[config.mk]
export PLATFORM = sky130hd
export DESIGN_NAME = mux_scan_nx1
export DESIGN_NICKNAME = d
export VERILOG_FILES = /design/src/rtl/mux_scan_nx1.sv
export SDC_FILE = /design/constraint.sdc
export NUM_CORES = 1
export LEC_CHECK = 0
export ABC_AREA = 1
export CAP_MARGIN = 20
export CORE_MARGIN = 5
export CORE_UTILIZATION = 45
export CTS_CLUSTER_SIZE = 10
export DETAILED_ROUTE_END_ITERATION = 8
export GPL_ROUTABILITY_DRIVEN = 0
export HOLD_SLACK_MARGIN = 0.02
export PLACE_DENSITY = 0.9
export SLEW_MARGIN = 20
export SYNTH_ARGS = -nofsm -noshare
export SYNTH_HDL_FRONTEND = slang
export SYNTH_SLANG_ARGS = --single-unit
[constraint.sdc]
create_clock -name clk -period 2.39 [get_ports clk]
set_input_delay 0.239 -clock clk [delete_from_list [all_inputs] [get_ports clk]]
set_output_delay 0.239 -clock clk [all_outputs]
set_load 0.005 [all_outputs]
[src/rtl/mux_scan_nx1.sv]
// mux_scan_nx1 - registered N_CH:1 channel multiplexer with direct and
// round-robin scan modes, producing a valid/ready stream tagged with the
// source channel index.
//
// Ports:
//   clk, rst_n   rising-edge clock, asynchronous active-low reset
//   data_in      packed channels, channel k = data_in[k*DW +: DW]
//   sel          channel select used in direct mode
//   mode         0 = direct, 1 = scan
//   enable       1 = captures allowed (0 forces IDLE)
//   ch_en        per-channel enable mask used in scan mode
//   dwell        idle cycles between scan samples
//   out_valid    output register holds a sample
//   out_ready    downstream accepts the sample
//   data_out     captured sample
//   ch_out       channel index of data_out
//   sel_err      sticky flag: direct-mode sel >= N_CH was seen
module mux_scan_nx1 #(
  parameter int N_CH    = 8,
  parameter int DW      = 8,
  parameter int DWELL_W = 8,
  localparam int SEL_W  = $clog2(N_CH)
) (
  input  logic                 clk,
  input  logic                 rst_n,
  input  logic [N_CH*DW-1:0]   data_in,
  input  logic [SEL_W-1:0]     sel,
  input  logic                 mode,
  input  logic                 enable,
  input  logic [N_CH-1:0]      ch_en,
  input  logic [DWELL_W-1:0]   dwell,
  output logic                 out_valid,
  input  logic                 out_ready,
  output logic [DW-1:0]        data_out,
  output logic [SEL_W-1:0]     ch_out,
  output logic                 sel_err
);

  localparam int unsigned NCH_U = N_CH;

  typedef enum logic [1:0] {
    S_IDLE,
    S_DIRECT,
    S_SCAN_LOAD,
    S_SCAN_WAIT
  } state_t;

  state_t               state_q, state_d;
  logic [SEL_W-1:0]     ptr_q, ptr_d;
  logic [DWELL_W-1:0]   cnt_q, cnt_d;
  logic                 capture;
  logic [SEL_W-1:0]     cap_ch;
  logic                 err_set;
  logic                 slot_free;
  logic                 sel_ok;
  logic [SEL_W-1:0]     lowest_en;
  logic [SEL_W-1:0]     next_en;
  logic [DW-1:0]        chan [N_CH];

  for (genvar g = 0; g < N_CH; g++) begin : g_ch
    always_comb chan[g] = data_in[g*DW +: DW];
  end

  // Out-of-range selects only exist when N_CH is not a power of two.
  if (N_CH == (1 << SEL_W)) begin : g_pow2
    always_comb sel_ok = 1'b1;
  end else begin : g_npow2
    always_comb sel_ok = (sel < SEL_W'(N_CH));
  end

  assign slot_free = !out_valid || out_ready;

  // Both searches scan downward so the last hit is the nearest candidate:
  // lowest set bit overall, and first set bit strictly above ptr (wrapping).
  always_comb begin
    int unsigned idx;
    lowest_en = '0;
    next_en   = ptr_q;
    for (int unsigned i = NCH_U; i > 0; i--) begin
      if (ch_en[SEL_W'(i - 1)]) lowest_en = SEL_W'(i - 1);
    end
    for (int unsigned i = NCH_U; i > 0; i--) begin
      idx = 32'(ptr_q) + i;
      if (idx >= NCH_U) idx = idx - NCH_U;
      if (ch_en[SEL_W'(idx)]) next_en = SEL_W'(idx);
    end
  end

  always_comb begin
    state_d = state_q;
    ptr_d   = ptr_q;
    cnt_d   = cnt_q;
    capture = 1'b0;
    cap_ch  = ptr_q;
    err_set = 1'b0;
    if (!enable) begin
      state_d = S_IDLE;
    end else begin
      case (state_q)
        S_IDLE: state_d = mode ? S_SCAN_LOAD : S_DIRECT;
        S_DIRECT: begin
          if (mode) begin
            state_d = S_SCAN_LOAD;
          end else if (!sel_ok) begin
            err_set = 1'b1;
          end else if (slot_free) begin
            capture = 1'b1;
            cap_ch  = sel;
          end
        end
        S_SCAN_LOAD: begin
          if (!mode) begin
            state_d = S_DIRECT;
          end else if (ch_en != '0) begin
            ptr_d   = lowest_en;
            cnt_d   = dwell;
            state_d = S_SCAN_WAIT;
          end
        end
        S_SCAN_WAIT: begin
          if (!mode) begin
            state_d = S_DIRECT;
          end else if (ch_en == '0) begin
            state_d = S_SCAN_LOAD;
          end else if (cnt_q != '0) begin
            cnt_d = cnt_q - DWELL_W'(1);
          end else if (!ch_en[ptr_q]) begin
            ptr_d = next_en;
          end else if (slot_free) begin
            capture = 1'b1;
            cap_ch  = ptr_q;
            ptr_d   = next_en;
            cnt_d   = dwell;
          end
        end
        default: state_d = S_IDLE;
      endcase
    end
  end

  always_ff @(posedge clk or negedge rst_n) begin
    if (!rst_n) begin
      state_q   <= S_IDLE;
      ptr_q     <= '0;
      cnt_q     <= '0;
      out_valid <= 1'b0;
      data_out  <= '0;
      ch_out    <= '0;
      sel_err   <= 1'b0;
    end else begin
      state_q <= state_d;
      ptr_q   <= ptr_d;
      cnt_q   <= cnt_d;
      if (err_set) sel_err <= 1'b1;
      if (capture) begin
        out_valid <= 1'b1;
        data_out  <= chan[cap_ch];
        ch_out    <= cap_ch;
      end else if (out_ready) begin
        out_valid <= 1'b0;
      end
    end
  end

endmodule
* Word level (Yosys, flattened, before mapping)
Cells that the tools add are included.
Word-level totals: register bits after elaboration 25, output and inout port bits 13, input port bits 88, word-level logic and storage cells 150
Operators by class: mux-type cells 83, bitwise operators 1, equality and inequality tests 14, magnitude comparators 18, $add $sub $neg 17, reductions and logical operators 11
Operator list (count):
- 3-bit two-way mux | 35
- 8-bit two-way mux | 9
- 3-bit by 4-bit less-than comparator with 1-bit output (second input constant) | 9
- 4-bit >= comparator (second input constant) | 8
- 1-bit binary-select mux with 3-bit select | 9
- 8-bit binary-select mux with 3-bit select | 1
- 3-bit by 1-bit subtractor with 3-bit output (second input constant) | 8
- 1-bit two-way mux | 18
- 3-bit by 3-bit adder with 4-bit output (second input constant) | 4
- 8-bit one-hot mux with 2 select lines | 1
- 8-bit AND reduction | 2
- 8-bit nonzero test | 2
- 2-bit two-way mux | 7
- 3-bit inequality test (second input constant) | 4
- 2-bit inequality test (second input constant) | 5
- 3-bit by 2-bit adder with 4-bit output (second input constant) | 2
- 8-bit zero test | 1
- 4-bit inequality test (second input constant) | 2
- 2-bit one-hot mux with 4 select lines | 1
- 8-bit by 1-bit subtractor with 8-bit output (second input constant) | 1
- 3-bit one-hot mux with 2 select lines | 1
- 3-bit by 4-bit adder with 5-bit output (second input constant) | 1
- 5-bit by 4-bit >= comparator with 1-bit output (second input constant) | 1
- 3-bit by 1-bit adder with 4-bit output (second input constant) | 1
- other kinds (9) | 11

* Depth between registers and ports, before layout
depth after elaboration 19, depth in mapped cells 18, depth with buffers taken out 17

* Worst setup path after synthesis
Ideal clock, no wire load.
path type reg-to-reg, start reg ptr_q[1], end reg ptr_q[2], slack 0.305 ns, library setup time 0.122 ns, cell stages (with the launch flop) 14, data required time 2.268 ns, arrival 1.964 ns, buffers on the path 1, period minus slack after synthesis 2.085 ns, cell sequence dfrtp_1 -> buf_6 -> inv_1 -> ha_1 -> inv_1 -> nand3_1 -> nand3_1 -> nand2_1 -> nor2_1 -> nand2_1 -> nor2_2 -> nand2_1 -> a21oi_1 -> a21oi_1
Between the ends: word-level cells in the longest chain between the ends 19, elaborated cells on any way between the ends 66, those cells by class add/sub (16); order compare (8); eq/ne (1); mux (40); reduce/logical (1)
Ends and longest elaborated chain:
- start: declaration | line 49 | logic [SEL_W-1:0] ptr_q, ptr_d;
- start signal: assignment | line 152 | ptr_q <= ptr_d;
- 3-bit by 4-bit adder with 5-bit output | line 83 | idx = 32'(ptr_q) + i;
- 5-bit by 4-bit >= comparator with 1-bit output / 3-bit by 1-bit subtractor with 3-bit output (equally long branches) | line 84 | if (idx >= NCH_U) idx = idx - NCH_U;
- 3-bit two-way mux | line 84
- 1-bit binary-select mux with 3-bit select | line 85 | if (ch_en[SEL_W'(idx)]) next_en = SEL_W'(idx);
- 1-bit two-way mux (not written as such) | line 85
- 3-bit two-way mux (8 in a row) | line 85
- 3-bit two-way mux | line 129 | end else if (slot_free) begin
- 3-bit two-way mux | line 127 | end else if (!ch_en[ptr_q]) begin
- 3-bit two-way mux | line 125 | end else if (cnt_q != '0) begin
- 3-bit two-way mux | line 123 | end else if (ch_en == '0) begin
- 3-bit two-way mux | line 121 | if (!mode) begin
- 3-bit one-hot mux with 2 select lines | line 99 | case (state_q)
Several ways; a longest one is shown, not always the timed one. The select of a mux whose other input is x is not followed. A chain may end at the register's enable or synchronous reset.

* Worst setup path in the final report
start reg ptr_q[0], end reg ptr_q[2]
Same word-level chain as after synthesis.

==> results.txt <==
----------------------------------------------------
[Synth]
  Number of flops mapped to enable cells by yosys ... 0
  Cells after Synth ... 462
  Flops & latches, synth ... 25
  Ys flop type ... dfrtp_1
  Asr flop ratio synth ... 100%
  Net count after synthesis ... 557
  Synthesized area per cell ... 5.84 um^2
  Synth warn ... 0
  Count of different cell masters after synthesis ... 31
  Sequential element share of the synthesized area ... 23.2%
  Area of the mapped netlist ... 0.00270 mm^2

[Critical path]
  CP Data Arrival Time ... 2350 ps
  Setup slack of the most critical reg-to-reg path ... 210 ps
  Critical setup path kind ... reg -> reg
  Category of the worst setup path capture point ... flip-flop
  Peak fanout along the critical path ... 7
  Critical Path RT ... 2550 ps
  Startpoint type of the worst setup path ... flip-flop
  Number of cell instances on the worst register-to-register path ... 12
  Critical R2R Launch ... ptr_q[0]
  Worst flop-to-flop path endpoint ... ptr_q[2]

[Placed design]
  Placed cell area ... 0.00379 mm^2
  Number of cells in the design after placement ... 633
  Sum of net half-perimeters after detailed placement ... 7000 um
  Count of port buffers added during placement ... 99

[Global route]
  Met3 track utilization from global routing ... 5.58%
  Gr ovfl total ... 0
  Pin count of the biggest net entering global routing ... 41
  Wire length of the first global-routing pass ... 14300 um
  Total routing usage reported by global routing ... 22.9%
  Most used routing layer in global routing ... met2
  Met2 track demand over resource in global routing ... 41.6%
  Number of global-route vias before repair ... 3303
  Initial antenna violation count ... 0
  GR met1 Demand/Resource ... 26.2%

[CTS]
  Number of gates resized after CTS ... 0
  Root cell of the clock tree ... clkbuf_8
  Number of hold buffers added after CTS ... 0
  Max clock buf depth ... 2
  Post-CTS setup-driven buffer insertion count ... 0
  Post-CTS clock slew at the launch and capture registers of the worst setup and hold paths ... 100 ps
  Clock tree from TritonCTS ... built
  Worst-skew pair later-pin latency ... 280 ps
  CTS H-tree depth ... 1
  Inserted Clock Buffers ... 3
  Num Clock Sinks ... 25

[Final layout]
  Fin cells ... 637
  Area growth syn-to-layout ... 42.4%
  Final cell area excluding filler cells ... 0.00384 mm^2
  Most common cell after layout, fill and taps aside ... nand2_1
  Fraction of the core area covered by cells at the end of the flow ... 65.2%
  Commonest cells after routing, fill and taps aside ... nand2_1 (155), clkdlybuf4s50_1 (99), nor2_1 (53)
  Total number of nets in the final design ... 658
  Fraction of layout instances using a drive strength above 1 ... 5.69%
  Number of inserted diodes ... 0

[Timing]
  Final hold violation count ... 0
  Total negative slack for setup checks ... 0 ps
  Peak clock frequency supported by timing ... 458 MHz
  Skew final ... 11.5 ps
  RSZ-0062 raised after global routing ... no
  Slew Limit Fails ... 0
  Post-route minimum period ... 2180 ps
  Final period util ... 91.4%
  Final setup violation count ... 0

[Floorplanning]
  X dimension of the die ... 87.4 um
  Core outline area ... 0.00589 mm^2
  Die Outline Area ... 0.00764 mm^2
  Top-level I/O count ... 101
  Initial core utilization ... 45.8%
  Site row count ... 28
  Height of the die ... 87.4 um

[Min path]
  HP Class ... in -> async

[Power and ir drop]
  Clock network power share ... 6.6%
  Worst supply voltage drop on vdd ... 668 uV
  Cell-internal power ... 1950 uW
  Switching power as a share of total power ... 52.0%
  Pwr/cell area ... 1060 mW/mm^2
  Static leakage ... 0.00182 uW
  Sequential group share of total power ... 19.2%
  Net switching component of the power ... 2120 uW
  Part of the total power dissipated in combinational logic ... 74.2%

[Drt]
  Via count ... 3424
  Via-per-instance ratio ... 5.38
  Routed wire length per instance ... 13.5 um
  Number of remaining DRC errors ... 0
  Number of iterations in the first detailed-routing pass ... 7
  Antenna-violating nets left ... 0
  Wirelength, routed ... 8610 um
  Detailed router's first-iteration violation count ... 196

[Job]
  Maximum Capacitance Violations ... 0

[Outcome]
  Outcome ... completed

----------------------------------------------------
==> worst max path at each step <==
stage	from	to	slack, ps	cells past startpoint
after floorplan	ptr_q[1]	ptr_q[2]	300	13
after global placement	ptr_q[0]	ptr_q[2]	230	12
after detailed placement	ptr_q[0]	ptr_q[2]	170	12
after CTS	ptr_q[0]	ptr_q[2]	140	13
after global routing	ptr_q[0]	ptr_q[2]	10	13
final	ptr_q[0]	ptr_q[2]	210	12
==> logic make-up after synthesis <==
kind of cell    Yosys count  synth area share, %
fa+ha+maj                 7                 3.25
other cells               1                0.139
xor+xnor                  5                 1.62
simple gates            269                 41.4
compound gates           91                 19.3
buf+inv                  64                 11.1
flops                    25                 23.2
==> flip-flops by register name (all words and copies together) (netlist names) <==
name       cells
ch_out         3
data_out       8
cnt_q          8
ptr_q          3
out_valid      1
state_q        2
==> area by class of cell <==
cell class                 count  area (um^2)
sequential                    25          626
fill                         497         2050
timing repair buffer         113         1120
clock inverter                 1         8.76
clock buffer                   3         41.3
multi-input combinational    373         1770
inverter                      47          176
tap                           75         93.8
==> worst max-delay path, stage by stage, from the launching register on <==
cell and delay [ps]:
dfrtp_1 390, inv_2 60, ha_1 390, inv_2 160
nand3_1 120, nand3_1 150, nand2_1 120, nor2_2 160
nand3_1 100, nor2_2 160, nand2_1 90, a21oi_1 130
a21oi_1 50
==> power groups by stage <==
stage / registers (uW) / logic [uW] / clock network [uW]
5_1_grt: 805 / 3390 / 293
3_3_place_gp: 773 / 2890 / 0
2_1_floorplan: 737 / 2110 / 0
3_5_place_dp: 777 / 2970 / 0
6_report: 781 / 3020 / 269
4_1_cts: 776 / 2990 / 274
==> synthesized netlist by cell type (4+ instances only) <==
library cell  count  share of area [%]
nor2_1           53                7.4
buf_6             4                1.7
dfrtp_1          25                 23
o21ai_1          24                4.5
nand3_1          48                8.9
inv_1            43                6.0
o21ai_0          30                5.6
o211ai_1          9                2.5
nand2_1         155                 22
buf_2             5               0.93
a21oi_1          19                3.5
nor3_1            4               0.74
ha_1              7                3.2
buf_4             6                1.7
==> metrics by stage <==
| stage | total power, uW | hold slack, ps | setup WS (ps) |
|---|---|---|---|
| 5_1_grt | 4490 | 329 | 10.2 |
| 3_5_place_dp | 3750 | 497 | 175 |
| 4_1_cts | 4040 | 321 | 145 |
| 3_3_place_gp | 3660 | 489 | 232 |
| 6_report | 4070 | 313 | 205 |
| 2_1_floorplan | 2850 | -56.6 | 305 |
==> metal layers <==
layer  part of all wire, %  routed length (um)
met3                   8.9                 769
met2                    50                4340
met5                     0                   0
met4                   2.4                 203
met1                    38                3290
No activity file was read; power rests on OpenSTA's default activity.
